<file path="config.mk">
export PLATFORM = sky130hd
export DESIGN_NAME = display_varredura
export DESIGN_NICKNAME = d
export VERILOG_FILES = /design/src/rtl/display_pkg.sv /design/src/rtl/display_varredura_if.sv /design/src/rtl/divisor_varredura.sv /design/src/rtl/display_varredura.sv
export SDC_FILE = /design/constraint.sdc
export NUM_CORES = 1
export LEC_CHECK = 0
export CAP_MARGIN = 10
export CORE_ASPECT_RATIO = 1.25
export CORE_MARGIN = 10
export CORE_UTILIZATION = 56
export CTS_CLUSTER_DIAMETER = 80
export DETAILED_ROUTE_END_ITERATION = 10
export GPL_ROUTABILITY_DRIVEN = 0
export PLACE_DENSITY = 0.81
export SKIP_CTS_REPAIR_TIMING = 1
export SYNTH_ARGS = -nofsm -noshare
export SYNTH_HDL_FRONTEND = slang
export SYNTH_SLANG_ARGS = --single-unit
</file>
<file path="constraint.sdc">
create_clock -name clk -period 2.41 [get_ports clk]
set_input_delay 0.241 -clock clk [delete_from_list [all_inputs] [get_ports clk]]
set_output_delay 0.241 -clock clk [all_outputs]
set_load 0.05 [all_outputs]
</file>
<file path="src/rtl/display_pkg.sv">
// Shared types and constants for the multiplexed 7-segment display scanner.
// Optional feature macro: BLANK_ZERO_EN (leading-zero suppression).
package display_pkg;

    // One segment pattern, active-low; MSB = seg a ... LSB = seg g.
    typedef logic [6:0] seg_t;

    // Four patterns indexed by digit position (0 = units ... 3 = thousands).
    typedef logic [3:0][6:0] frame_t;

    localparam seg_t SEG_BLANK = 7'b1111111;
    localparam seg_t SEG_ZERO  = 7'b0000001;

    localparam logic [1:0] DIG_UNI = 2'd0;
    localparam logic [1:0] DIG_DEZ = 2'd1;
    localparam logic [1:0] DIG_CEN = 2'd2;
    localparam logic [1:0] DIG_MIL = 2'd3;

    // Blank leading zeros from thousands downwards; units always stay visible.
    function automatic frame_t blank_zeros(input frame_t f);
        frame_t r;
        logic   blank_mil;
        logic   blank_cen;
        logic   blank_dez;
        r         = f;
        blank_mil = (f[DIG_MIL] == SEG_ZERO);
        blank_cen = blank_mil && (f[DIG_CEN] == SEG_ZERO);
        blank_dez = blank_cen && (f[DIG_DEZ] == SEG_ZERO);
        if (blank_mil) r[DIG_MIL] = SEG_BLANK;
        if (blank_cen) r[DIG_CEN] = SEG_BLANK;
        if (blank_dez) r[DIG_DEZ] = SEG_BLANK;
        return r;
    endfunction

endpackage

</file>
<file path="src/rtl/display_varredura_if.sv">
// Scan-timing bundle between the slot divider and the display datapath.
// dig: digit currently being scanned; em_dead: slot is in its dead-time
// prefix; fim_frame: last cycle of the last slot of a frame. All three are
// valid every cycle (no handshake: the divider free-runs, the datapath
// consumes them unconditionally).
interface display_varredura_if;
    logic [1:0] dig;
    logic       em_dead;
    logic       fim_frame;

    modport master (output dig, output em_dead, output fim_frame);
    modport slave  (input  dig, input  em_dead, input  fim_frame);
endinterface

</file>
<file path="src/rtl/divisor_varredura.sv">
// Slot divider: cnt counts 0..DIV-1 per digit slot, dig steps 0..3 per frame.
module divisor_varredura
    import display_pkg::*;
#(
    parameter int DIV  = 50000,
    parameter int DEAD = 16
) (
    input  logic                        clk,
    input  logic                        rst_n,
    display_varredura_if.master         scan
);

    localparam int            CW      = $clog2(DIV);
    localparam logic [CW-1:0] CNT_MAX = CW'(DIV - 1);

    logic [CW-1:0] cnt_q, cnt_d;
    logic [1:0]    dig_q, dig_d;

    // Next-state: advance the cycle counter, step the digit on slot wrap.
    always_comb begin
        cnt_d = cnt_q + CW'(1);
        dig_d = dig_q;
        if (cnt_q == CNT_MAX) begin
            cnt_d = '0;
            dig_d = dig_q + 2'd1;
        end
    end

    // Counter registers.
    always_ff @(posedge clk or negedge rst_n) begin
        if (!rst_n) begin
            cnt_q <= '0;
            dig_q <= DIG_UNI;
        end else begin
            cnt_q <= cnt_d;
            dig_q <= dig_d;
        end
    end

    // With no dead time the comparison would be constant, so skip it.
    generate
        if (DEAD == 0) begin : g_no_dead
            assign scan.em_dead = 1'b0;
        end else begin : g_dead
            assign scan.em_dead = (cnt_q < CW'(DEAD));
        end
    endgenerate

    assign scan.dig       = dig_q;
    assign scan.fim_frame = (dig_q == DIG_MIL) && (cnt_q == CNT_MAX);

endmodule

</file>
<file path="src/rtl/display_varredura.sv">
// Time-multiplexes four 7-segment patterns onto one shared segment bus with
// active-low anode enables. Double-buffered capture: strobed patterns wait in
// a shadow buffer and move to the displayed buffer only at frame end.
// Optional feature macro: BLANK_ZERO_EN (leading-zero suppression on transfer).
module display_varredura
    import display_pkg::*;
#(
    parameter int DIV  = 50000,
    parameter int DEAD = 16
) (
    input  logic       clk,
    input  logic       rst_n,
    input  logic [6:0] segUnidade,
    input  logic [6:0] segDezena,
    input  logic [6:0] segCentena,
    input  logic [6:0] segMilhar,
    input  logic       atualiza,
    output logic [6:0] segmentos,
    output logic [3:0] anodos,
    output logic       frame_fim
);

    display_varredura_if scan_if ();

    divisor_varredura #(.DIV(DIV), .DEAD(DEAD)) u_divisor (
        .clk   (clk),
        .rst_n (rst_n),
        .scan  (scan_if)
    );

    frame_t entrada;
    frame_t fonte;
    frame_t carga;
    frame_t shadow_q, shadow_d;
    frame_t active_q, active_d;
    logic   pendente_q, pendente_d;
    seg_t   segmentos_q, segmentos_d;
    logic [3:0] anodos_q, anodos_d;
    logic   frame_fim_q, frame_fim_d;

    assign entrada = {segMilhar, segCentena, segDezena, segUnidade};

    // A strobe on the frame-end cycle bypasses the shadow buffer.
    assign fonte = atualiza ? entrada : shadow_q;

`ifdef BLANK_ZERO_EN
    assign carga = blank_zeros(fonte);
`else
    assign carga = fonte;
`endif

    // Buffer control: capture into shadow, transfer to active only at frame end.
    always_comb begin
        shadow_d   = shadow_q;
        pendente_d = pendente_q;
        active_d   = active_q;
        if (atualiza) begin
            shadow_d   = entrada;
            pendente_d = 1'b1;
        end
        if (scan_if.fim_frame) begin
            if (atualiza || pendente_q) active_d = carga;
            pendente_d = 1'b0;
        end
    end

    // Output decode: blank during dead time, otherwise one anode low.
    always_comb begin
        segmentos_d = SEG_BLANK;
        anodos_d    = 4'b1111;
        frame_fim_d = scan_if.fim_frame;
        if (!scan_if.em_dead) begin
            segmentos_d = active_q[scan_if.dig];
            anodos_d    = ~(4'b0001 << scan_if.dig);
        end
    end

    // Buffers and registered outputs; async reset blanks the display at once.
    always_ff @(posedge clk or negedge rst_n) begin
        if (!rst_n) begin
            shadow_q    <= {4{SEG_BLANK}};
            active_q    <= {4{SEG_BLANK}};
            pendente_q  <= 1'b0;
            segmentos_q <= SEG_BLANK;
            anodos_q    <= 4'b1111;
            frame_fim_q <= 1'b0;
        end else begin
            shadow_q    <= shadow_d;
            active_q    <= active_d;
            pendente_q  <= pendente_d;
            segmentos_q <= segmentos_d;
            anodos_q    <= anodos_d;
            frame_fim_q <= frame_fim_d;
        end
    end

    assign segmentos = segmentos_q;
    assign anodos    = anodos_q;
    assign frame_fim = frame_fim_q;

endmodule

</file>
Yosys cells after proc, flatten, opt, wreduce, memory -nomap -nowiden
Cells that the tools add are included.
{ "totals": {"register_bits": 87, "latchBits": 0, "ramBits": 0, "mem_bits_ro": 0, "output_inout_bits": 12, "wordCells": 34, "n_memories": 0} }
{ "op_classes": {"addsub": 2, "mul": 0, "div_mod_pow": 0, "n_lt_le_gt_ge": 2, "eq_ne": 2, "shift": 1, "muxes": 8, "bitwise_logic": 1, "reduce_logical": 4} }
{ "ops": {"columns": ["op", "count"], "rows": [
  ["$mux W28", 1],
  ["$add A16 B1 Y16 const B", 1],
  ["$eq A16 B16 Y1 const B", 1],
  ["$lt A16 B5 Y1 const B", 1],
  ["$mux W16", 1],
  ["$bmux W7 S2", 1],
  ["$mux W7", 2],
  ["$mux W4", 1],
  ["$not A4 Y4", 1],
  ["$shl A1 B2 Y4 const A", 1],
  ["$lt A2 B3 Y1 const B", 1],
  ["$add A2 B1 Y2 const B", 1],
  ["$eq A2 B2 Y1 const B", 1],
  ["$mux W1", 2],
  ["$reduce_and A2 Y1", 1],
  ["$reduce_bool A2 Y1", 1],
  ["$logic_and A1 B1 Y1", 1],
  ["$logic_or A1 B1 Y1", 1]
]} }

Logic depth before layout (Yosys ltp)
Gate-level depths: netlist of the first run.
{ "depth": {"word_depth": 3, "depth_mapped": 7} }

Cells and area by module
From an unflattened synthesis of the first run, not the netlist that was laid out.
{ "hier_totals": {"cells_unflattened": 246, "hier_area_um2": 3648.5} }
{ "by_module_without_submodules": {"columns": ["mod", "n_inst", "cells_each", "area_per_inst_um2", "seq_area_each_um2"], "rows": [
  ["display_varredura", 1, 163, 2743.9, 1810.5],
  ["divisor_varredura", 1, 83, 904.6, 450.4]
]} }

Worst setup path after synthesis of the first run
OpenSTA, ideal clock, no wires.
{ "synth_timing": {"kind": "register to register", "startpoint": "reg u_divisor.cnt_q[0]", "endpoint": "reg active_q[0] (netlist bit)", "setup_ns": 0.082, "t_arrival_ns": 1.974, "required_ns": 2.328, "path_slack_ns": 0.354, "path_stages_with_launch": 8, "n_path_buf": 2, "cell_sequence": "dfrtp_1 -> ha_1 -> and4_1 -> nand4_2 -> or3b_1 -> buf_6 -> buf_12 -> mux2_4"} }
{ "synth_via": {"elab_chain_len": 3} }
{ "synth_rtl": {"columns": ["element", "line", "rtl"], "rows": [
  ["start, declared", "divisor_varredura.sv:16", "logic [CW-1:0] cnt_q, cnt_d;"],
  ["start signal, assigned", "divisor_varredura.sv:35", "cnt_q <= cnt_d;"],
  ["$eq A16 B16 Y1", "divisor_varredura.sv:50", "assign scan.fim_frame = (dig_q == DIG_MIL) && (cnt_q == CNT_MAX);"],
  ["$logic_and A1 B1 Y1", "divisor_varredura.sv:50", null],
  ["$reduce_and A2 Y1 (no line)", null, null],
  ["end signal, assigned", "display_varredura.sv:82", "active_q <= {4{SEG_BLANK}};"],
  ["end signal, assigned", "display_varredura.sv:89", "active_q <= active_d;"],
  ["end, declared", "display_varredura.sv:35", "frame_t active_q, active_d;"]
]} }
Every way passes these cells.
A chain may end at the register's enable or synchronous reset.

Final worst setup path of the first run
{ "layout_timing": {"startpoint": "reg u_divisor.cnt_q[0]", "endpoint": "reg active_q[26] (netlist bit)"} }
Same word-level chain as after synthesis.

==> out/results.ini, run 1 <==
[run_status]
status = finished, final reports clean

[cts]
cts-htree-levels = 3
clock-sinks = 87
cts_buffer_depth = 2
insertion_delay_ns = 0.36
cts_tree = built
numCtsBuffers = 9
clockRootBuffer = clkbuf_8
clkTransAtPathRegs_ns = 0.09

[pwr]
irDropWorstVdd_mv = 0.416
cellPowerDensity_mw_per_mm2 = 589
swShare = 0.231
p_int_w = 0.00204
cellLeakagePower_nw = 1.92
combPwrFrac = 0.060
seqPwrFrac = 0.587
clock_power_share = 0.353
p_sw_w = 0.000611

[synth]
synth_adder_area_share = 0.0166
ys_ff_latch = 87
ys_types = 32
synth-compound-area-share = 0.00265
synth-xor-area-share = 0.0301
yosys_warnings = 0
synth_seq_area_share = 0.599
syn_area_per_cell_um2 = 15.4
syn-num-nets = 281
synthMuxAreaShare = 0.234
synth_area_mm2 = 0.00378
synth_top_family_by_area = multiplexers
synthSimpleGateAreaFrac = 0.0934
syn_inst = 245

[floorplanning]
ios = 43
rows = 33
initial_core_util = 0.575
dieArea_mm2 = 0.0105
die_w_um = 93.5
fp.dieH_um = 112
design.core.area_mm2 = 0.00657

[global_routing]
overflow = 0
met1_usage = 0.161
grt_pass1_wl_um = 11200
gr-usage-all-layers = 0.134
busiest_layer = met2
grtUsageMet3 = 0.0470
antenna_found_initial = 0
grt_max_degree = 63
use_met2 = 0.218
grt_pass1_vias = 2267

[worst_setup_path]
crit_arrival_ns = 2.39
critical_path.cell_chain = ha_1 -> and4_1 -> nand4_2 -> or3b_1 -> buf_12 -> mux2_4
worst-path-buf-inv = 1
critPathMaxFanout = 24
crit_family = simple AND/OR/NAND/NOR gates
crit_path_end_kind = flip-flop
slowest_delay_ns = 0.44
crit_type = flip-flop to flip-flop
slowest_stage = or3b_1
critical_path_required_ns = 2.69
start_kind = flip-flop

[drt]
antenna_left = 0
routed_wl_um = 6630
vias_per_cell = 5.29
drt_pre_antenna_iters = 4
drt_iter0_markers = 90
detail_route.wl_per_cell_um = 17.0
drc_errors = 0
dr_total_vias = 2065

[finish]
drive_gt1_frac = 0.551
fin_area_mm2 = 0.00450
stdcell_count = 390
diodes = 0
area_delta_synth_final_pct = 19.1
nNetsFinal = 334

[timing]
fin_ws_ns = 0.307
period_needed_ns = 2.10
clock.fmax_mhz = 476
drv_slew = 0
tightest_slew_ns = 0.711
final_hold_viol_count = 0
rsz0062_at_grt = false
slew_headroom = 0.522
min_period_over_period = 0.873
fin_setup_tns_ns = 0
clock_skew_ns = 0.0113
finalSetupViolations = 0

[placement]
place_inst = 373
port_buffers = 42
dp_hpwl_um = 4680
place_area_mm2 = 0.00431
pre_cts_slack_ns = 0.347

[flow_run]
cap_violations = 0

[worst_hold_path]
hold_path_class = input port to asynchronous set/reset pin

==> logic make-up (layout without fill, tap and decap cells) <==
logic type | count (synthesis) | in the layout
flops | 87 | 87
mux | 65 | 65
simple gates | 60 | 60
xor+xnor | 13 | 13
buf+inv | 13 | 71
fa+ha+maj | 5 | 5
compound gates | 2 | 2
==> synthesized netlist by cell type <==
cell type,instances,area share
dfstp_2,67,0.47
mux2_2,37,0.11
dfrtp_1,20,0.13
mux2_4,20,0.079
nand2_1,12,0.012
nand3_1,8,0.011
nor2_1,8,0.0079
xor2_1,8,0.019
mux4_2,7,0.042
or2_2,7,0.012
and4_1,6,0.014
clkbuf_1,5,0.0050
ha_1,5,0.017
nand4_1,5,0.0083
xnor2_1,5,0.012
nor4_1,4,0.0066
and2_1,2,0.0033
buf_12,2,0.011
buf_2,2,0.0026
inv_1,2,0.0020
nor3_1,2,0.0026
a21oi_1,1,0.0013
and3_1,1,0.0017
buf_6,1,0.0030
clkbuf_2,1,0.0013
mux2i_1,1,0.0026
nand4_2,1,0.0033
nor4_4,1,0.0056
o21ai_0,1,0.0013
or3_1,1,0.0017
or3b_1,1,0.0023
or4_1,1,0.0020
==> cells in the final DEF (no fill, tap or decap), types with 5 or more instances in the layout <==
master,netlist,routed
nand2_1,12,12
clkbuf_8,0,10
nand3_1,8,8
mux4_2,7,7
xnor2_1,5,5
buf_4,0,10
and4_1,6,6
dfrtp_1,20,20
nor2_1,8,8
dfstp_2,67,67
nand4_1,5,5
mux2_2,37,37
ha_1,5,5
mux2_4,20,20
xor2_1,8,8
or2_2,7,7
clkdlybuf4s50_1,0,41
==> path summary, 6_finish.rpt <==
kind	depth (start not counted)	startpoint	slack, ns	endpoint
setup / recovery	6	u_divisor.cnt_q[0]	0.31	active_q[26]
hold / removal	2	rst_n	0.48	u_divisor.cnt_q[12]
setup reg to reg	6	u_divisor.cnt_q[0]	0.31	active_q[26]
hold reg to reg	1	u_divisor.cnt_q[0]	0.52	u_divisor.cnt_q[0]
max in group asynchronous	3	rst_n	1.19	active_q[27]
min in group clk	2	segMilhar[6]	0.51	shadow_q[27]
==> routing by layer <==
metal  vias up  wire length [um]
met5         -                 0
met4         0                90
met3         8               294
li1        974                 -
met2        38              3310
met1      1045              2930
==> power by group through the flow <==
stage	Combinational (W)	Sequential, W	Clock (W)
2_1_floorplan	0.0000692	0.00157	0
3_3_place_gp	0.000158	0.00158	0
3_5_place_dp	0.000163	0.00158	0
4_1_cts	0.000163	0.00156	0.000962
5_1_grt	0.000176	0.00156	0.00103
6_report	0.000159	0.00155	0.000936
==> state kept, by name, indices dropped and copies added (netlist names) <==
signal / count
active_q: 28
anodos: 4
frame_fim: 1
pendente_q: 1
segmentos: 7
shadow_q: 28
u_divisor.cnt_q: 16
u_divisor.scan.dig: 2
==> area by class of cell <==
type	count	area, um^2
inverter	2	7.51
fill	473	2070
timing repair buffer	53	515
tap	87	109
multi-input combinational	145	1420
clock inverter	6	45.0
sequential	87	2260
clock buffer	10	138
==> through the flow <==
stage | total power [W] | hold WS [ns] | util
floorplan | 0.00164 | -0.0546 | -
global placement | 0.00173 | 0.348 | 0.656
detailed placement | 0.00174 | 0.352 | 0.656
CTS | 0.00268 | -0.0483 | 0.684
global route | 0.00276 | 0.493 | 0.685
finish | 0.00265 | 0.478 | 0.685
(Power assumes the default switching activity.)
==> run 2: changes to the inputs <==
- CAP_MARGIN: 10 -> unset
- CORE_MARGIN: 10 -> unset
==> out/results.ini, run 2 (same netlist as run 1, synthesis figures left out) <==
[run_status]
status = finished, final reports clean

[global_routing]
gr-usage-all-layers = 0.211
grt_max_degree = 57
grt_pass1_wl_um = 10900
grt_pass1_vias = 2254
overflow = 0
antenna_found_initial = 0

[cts]
numCtsBuffers = 9
cts_tree = built
cts-htree-levels = 3
clkTransAtPathRegs_ns = 0.08
cts_buffer_depth = 2
clock-sinks = 87
insertion_delay_ns = 0.36
clockRootBuffer = clkbuf_8

[floorplanning]
fp.dieH_um = 93.8
dieArea_mm2 = 0.00708
design.core.area_mm2 = 0.00652
ios = 43
die_w_um = 75.5
rows = 33
initial_core_util = 0.579

[drt]
routed_wl_um = 6450
detail_route.wl_per_cell_um = 16.5
vias_per_cell = 5.37
dr_total_vias = 2095
drt_iter0_markers = 153
antenna_left = 0
drc_errors = 0
drt_pre_antenna_iters = 4

[finish]
ff_latch_area_mm2 = 0.00226
area_delta_synth_final_pct = 18.8
multi_input_area_mm2 = 0.00142
drive_gt1_frac = 0.551
final_util = 0.688
layout_commonest_cell = dfstp_2
fill_cells = 501
diodes = 0
reg_top3 = active_q: 28 flops, shadow_q: 28 flops, u_divisor.cnt_q: 16 flops
fin_area_mm2 = 0.00449
mostFrequentLayoutCells = dfstp_2 (67), clkdlybuf4s50_1 (41), mux2_2 (37)
nNetsFinal = 334

[worst_setup_path]
crit_path_end_kind = flip-flop
critical_path_required_ns = 2.70
crit_type = flip-flop to flip-flop
critPathMaxFanout = 28
crit_arrival_ns = 2.50
start_kind = flip-flop

[pwr]
cellLeakagePower_nw = 1.92
cellPowerDensity_mw_per_mm2 = 592
irDropWorstVdd_mv = 0.503

[placement]
place_area_mm2 = 0.00429
dp_hpwl_um = 4370
port_buffers = 42

[flow_run]
cap_violations = 0

[timing]
rsz0062_at_grt = false
drv_slew = 0
fin_setup_tns_ns = 0
clock.fmax_mhz = 453
tightest_slew_ns = 0.702
slew_headroom = 0.528
final_hold_viol_count = 0
period_needed_ns = 2.21
clock_skew_ns = 0.0114
finalSetupViolations = 0
min_period_over_period = 0.916

[worst_hold_path]
hold_path_class = input port to asynchronous set/reset pin

==> run 2: through the flow <==
stage	power, W	hold WS [ns]	setup WS [ns]	instances
CTS	0.00268	-0.0673	0.221	389
detailed placement	0.00174	0.328	0.243	373
floorplan	0.00164	-0.0546	0.354	245
finish	0.00266	0.455	0.201	390
global placement	0.00173	0.311	0.357	373
global route	0.00275	0.509	0.123	390
==> run 2: report_power, final <==
group | internal, W | total, W | switching (W)
logic | 0.0000900 | 0.000160 | 0.0000698
clock network | 0.000406 | 0.000941 | 0.000534
registers | 0.00154 | 0.00156 | 0.0000123
total | 0.00204 | 0.00266 | 0.000616
==> run 2: worst max-delay path, stage by stage, from the launching register on <==
cell and delay [ns]:
dfrtp_1 0.42, ha_1 0.33, and4_1 0.26, nand4_2 0.11, or3b_1 0.37, buf_4 0.28
mux2_4 0.35
==> run 2: cell type report <==
| cell class | instances | share of cell area |
|---|---|---|
| tap | 87 | 0.0243 |
| timing repair buffer | 53 | 0.112 |
| inverter | 2 | 0.00167 |
| multi-input combinational | 145 | 0.317 |
| clock inverter | 6 | 0.0100 |
| clock buffer | 10 | 0.0307 |
| sequential | 87 | 0.504 |
==> run 2: per-layer routing <==
layer | track usage | share of wire | wire length, um
met2 | 0.336 | 0.51 | 3310
met3 | 0.0354 | 0.026 | 170
met1 | 0.274 | 0.44 | 2820
met5 | 0 | 0 | 0
met4 | 0.111 | 0.023 | 147
==> run 2: worst paths after layout <==
check                              startpoint            endpoint  slack [ns]  depth (start not counted)
setup / recovery           u_divisor.cnt_q[0]         active_q[9]        0.20                          6
hold / removal                          rst_n  u_divisor.cnt_q[9]        0.45                          2
setup reg to reg           u_divisor.cnt_q[0]         active_q[9]        0.20                          6
hold reg to reg                    pendente_q          pendente_q        0.51                          2
max in group asynchronous               rst_n         shadow_q[7]        1.18                          3
min in group clk                 segDezena[6]        shadow_q[13]        0.50                          2
==> run 3: changes to the inputs <==
- CORE_UTILIZATION: 56 -> 50
- PLACE_DENSITY: 0.81 -> 0.73
- SLEW_MARGIN: unset -> 30
==> out/results.ini, run 3 (same netlist as run 1, synthesis figures left out) <==
[timing]
fin_ws_ns = 0.248
period_needed_ns = 2.16
clock_skew_ns = 0.00714
tightest_slew_ns = 0.703
finalSetupViolations = 0
min_period_over_period = 0.897
drv_slew = 0
clock.fmax_mhz = 463
fin_setup_tns_ns = 0
final_hold_viol_count = 0
slew_headroom = 0.527
rsz0062_at_grt = false

[floorplanning]
design.core.area_mm2 = 0.00736
ios = 43
initial_core_util = 0.513
rows = 35
fp.dieH_um = 99.2
dieArea_mm2 = 0.00791
die_w_um = 79.7

[finish]
layout_commonest_cell = dfstp_2
reg_top3 = active_q: 28 flops, shadow_q: 28 flops, u_divisor.cnt_q: 16 flops
mostFrequentLayoutCells = dfstp_2 (67), clkdlybuf4s50_1 (41), mux2_2 (37)
nNetsFinal = 332
ff_latch_area_mm2 = 0.00226
fill_cells = 575
drive_gt1_frac = 0.545
multi_input_area_mm2 = 0.00142
diodes = 0
area_delta_synth_final_pct = 19.7

[worst_setup_path]
crit_path_end_kind = flip-flop
start_kind = flip-flop
crit_arrival_ns = 2.43
crit_type = flip-flop to flip-flop
worst-path-buf-inv = 1
critical_path.cell_chain = ha_1 -> and4_1 -> nand4_2 -> or3b_1 -> buf_4 -> mux2_4
slowest_stage = dfrtp_1
critical_path_required_ns = 2.68
slowest_delay_ns = 0.41
critPathMaxFanout = 28
crit_family = simple AND/OR/NAND/NOR gates

[drt]
wirelength_met1_um = 2990
vias_per_cell = 5.30
antenna_left = 0
detail_route.wl_per_cell_um = 16.0
wl_met3_um = 204
topRoutingLayerUsed = met4
dr_total_vias = 2084
routed_wl_um = 6300
drc_errors = 0
drt_pre_antenna_iters = 4
dr_wl_met2_um = 3000
drt_iter0_markers = 72

[cts]
numCtsBuffers = 9
clock-sinks = 87
cts_buffer_depth = 2
clkTransAtPathRegs_ns = 0.09
cts-htree-levels = 3
clockRootBuffer = clkbuf_8
cts_tree = built
insertion_delay_ns = 0.34

[placement]
pre_cts_slack_ns = 0.274
dp_hpwl_um = 4130
port_buffers = 42

[pwr]
swShare = 0.213
p_int_w = 0.00216
p_sw_w = 0.000586
combPwrFrac = 0.058
cellLeakagePower_nw = 1.93
irDropWorstVdd_mv = 0.537
power.total_w = 0.00275
clock_power_share = 0.376
cellPowerDensity_mw_per_mm2 = 608
seqPwrFrac = 0.565

[run_status]
status = finished, final reports clean

[global_routing]
antenna_found_initial = 0
grt_max_degree = 55
grt_pass1_wl_um = 10600
gr-usage-all-layers = 0.178
overflow = 0
grt_pass1_vias = 2184

[worst_hold_path]
hold_path_class = input port to asynchronous set/reset pin

[flow_run]
cap_violations = 0

run 3: path summary, 6_finish.rpt:
| check | startpoint | endpoint | slack, ns | depth (start not counted) |
|---|---|---|---|---|
| max | u_divisor.cnt_q[0] | active_q[5] | 0.25 | 6 |
| min | rst_n | u_divisor.cnt_q[11] | 0.38 | 2 |
| max reg2reg | u_divisor.cnt_q[0] | active_q[5] | 0.25 | 6 |
| min reg2reg | u_divisor.cnt_q[0] | u_divisor.cnt_q[0] | 0.50 | 1 |
| max in group asynchronous | rst_n | active_q[22] | 1.36 | 3 |
| min in group clk | u_divisor.cnt_q[0] | u_divisor.cnt_q[0] | 0.50 | 1 |
run 3: per-stage QoR:
stage / hold slack [ns] / util / area (um^2) / instances
floorplan: -0.0546 / - / 3780 / 245
global placement: 0.217 / 0.584 / 4300 / 376
detailed placement: 0.226 / 0.584 / 4300 / 376
CTS: -0.147 / 0.613 / 4510 / 392
global route: 0.440 / 0.614 / 4520 / 393
finish: 0.380 / 0.614 / 4520 / 393
run 3: worst reg2reg max path: cells and delay by family (launching register included):
kind,cells,cell delay (ns)
DFF,1,0.41
and+or+nand+nor,3,0.73
adders and majority gates,1,0.31
buffers and inverters,1,0.30
muxes,1,0.36
run 3: power by group through the flow:
stage / Sequential (W) / Clock [W] / Combinational, W
6_report: 0.00155 / 0.00103 / 0.000161
4_1_cts: 0.00155 / 0.00106 / 0.000165
2_1_floorplan: 0.00157 / 0 / 0.0000692
3_3_place_gp: 0.00158 / 0 / 0.000161
5_1_grt: 0.00156 / 0.00113 / 0.000179
3_5_place_dp: 0.00158 / 0 / 0.000164
run 3: metal layers:
metal | vias to the layer above | global-route usage
met5 | - | 0
li1 | 967 | -
met1 | 1058 | 0.249
met2 | 49 | 0.274
met4 | 0 | 0.0673
met3 | 10 | 0.0394
run 3: layout make-up:
cell class	instances	area share
multi-input combinational	145	0.315
clock inverter	3	0.00471
clock buffer	13	0.0423
timing repair buffer	51	0.111
tap	92	0.0255
sequential	87	0.500
inverter	2	0.00166
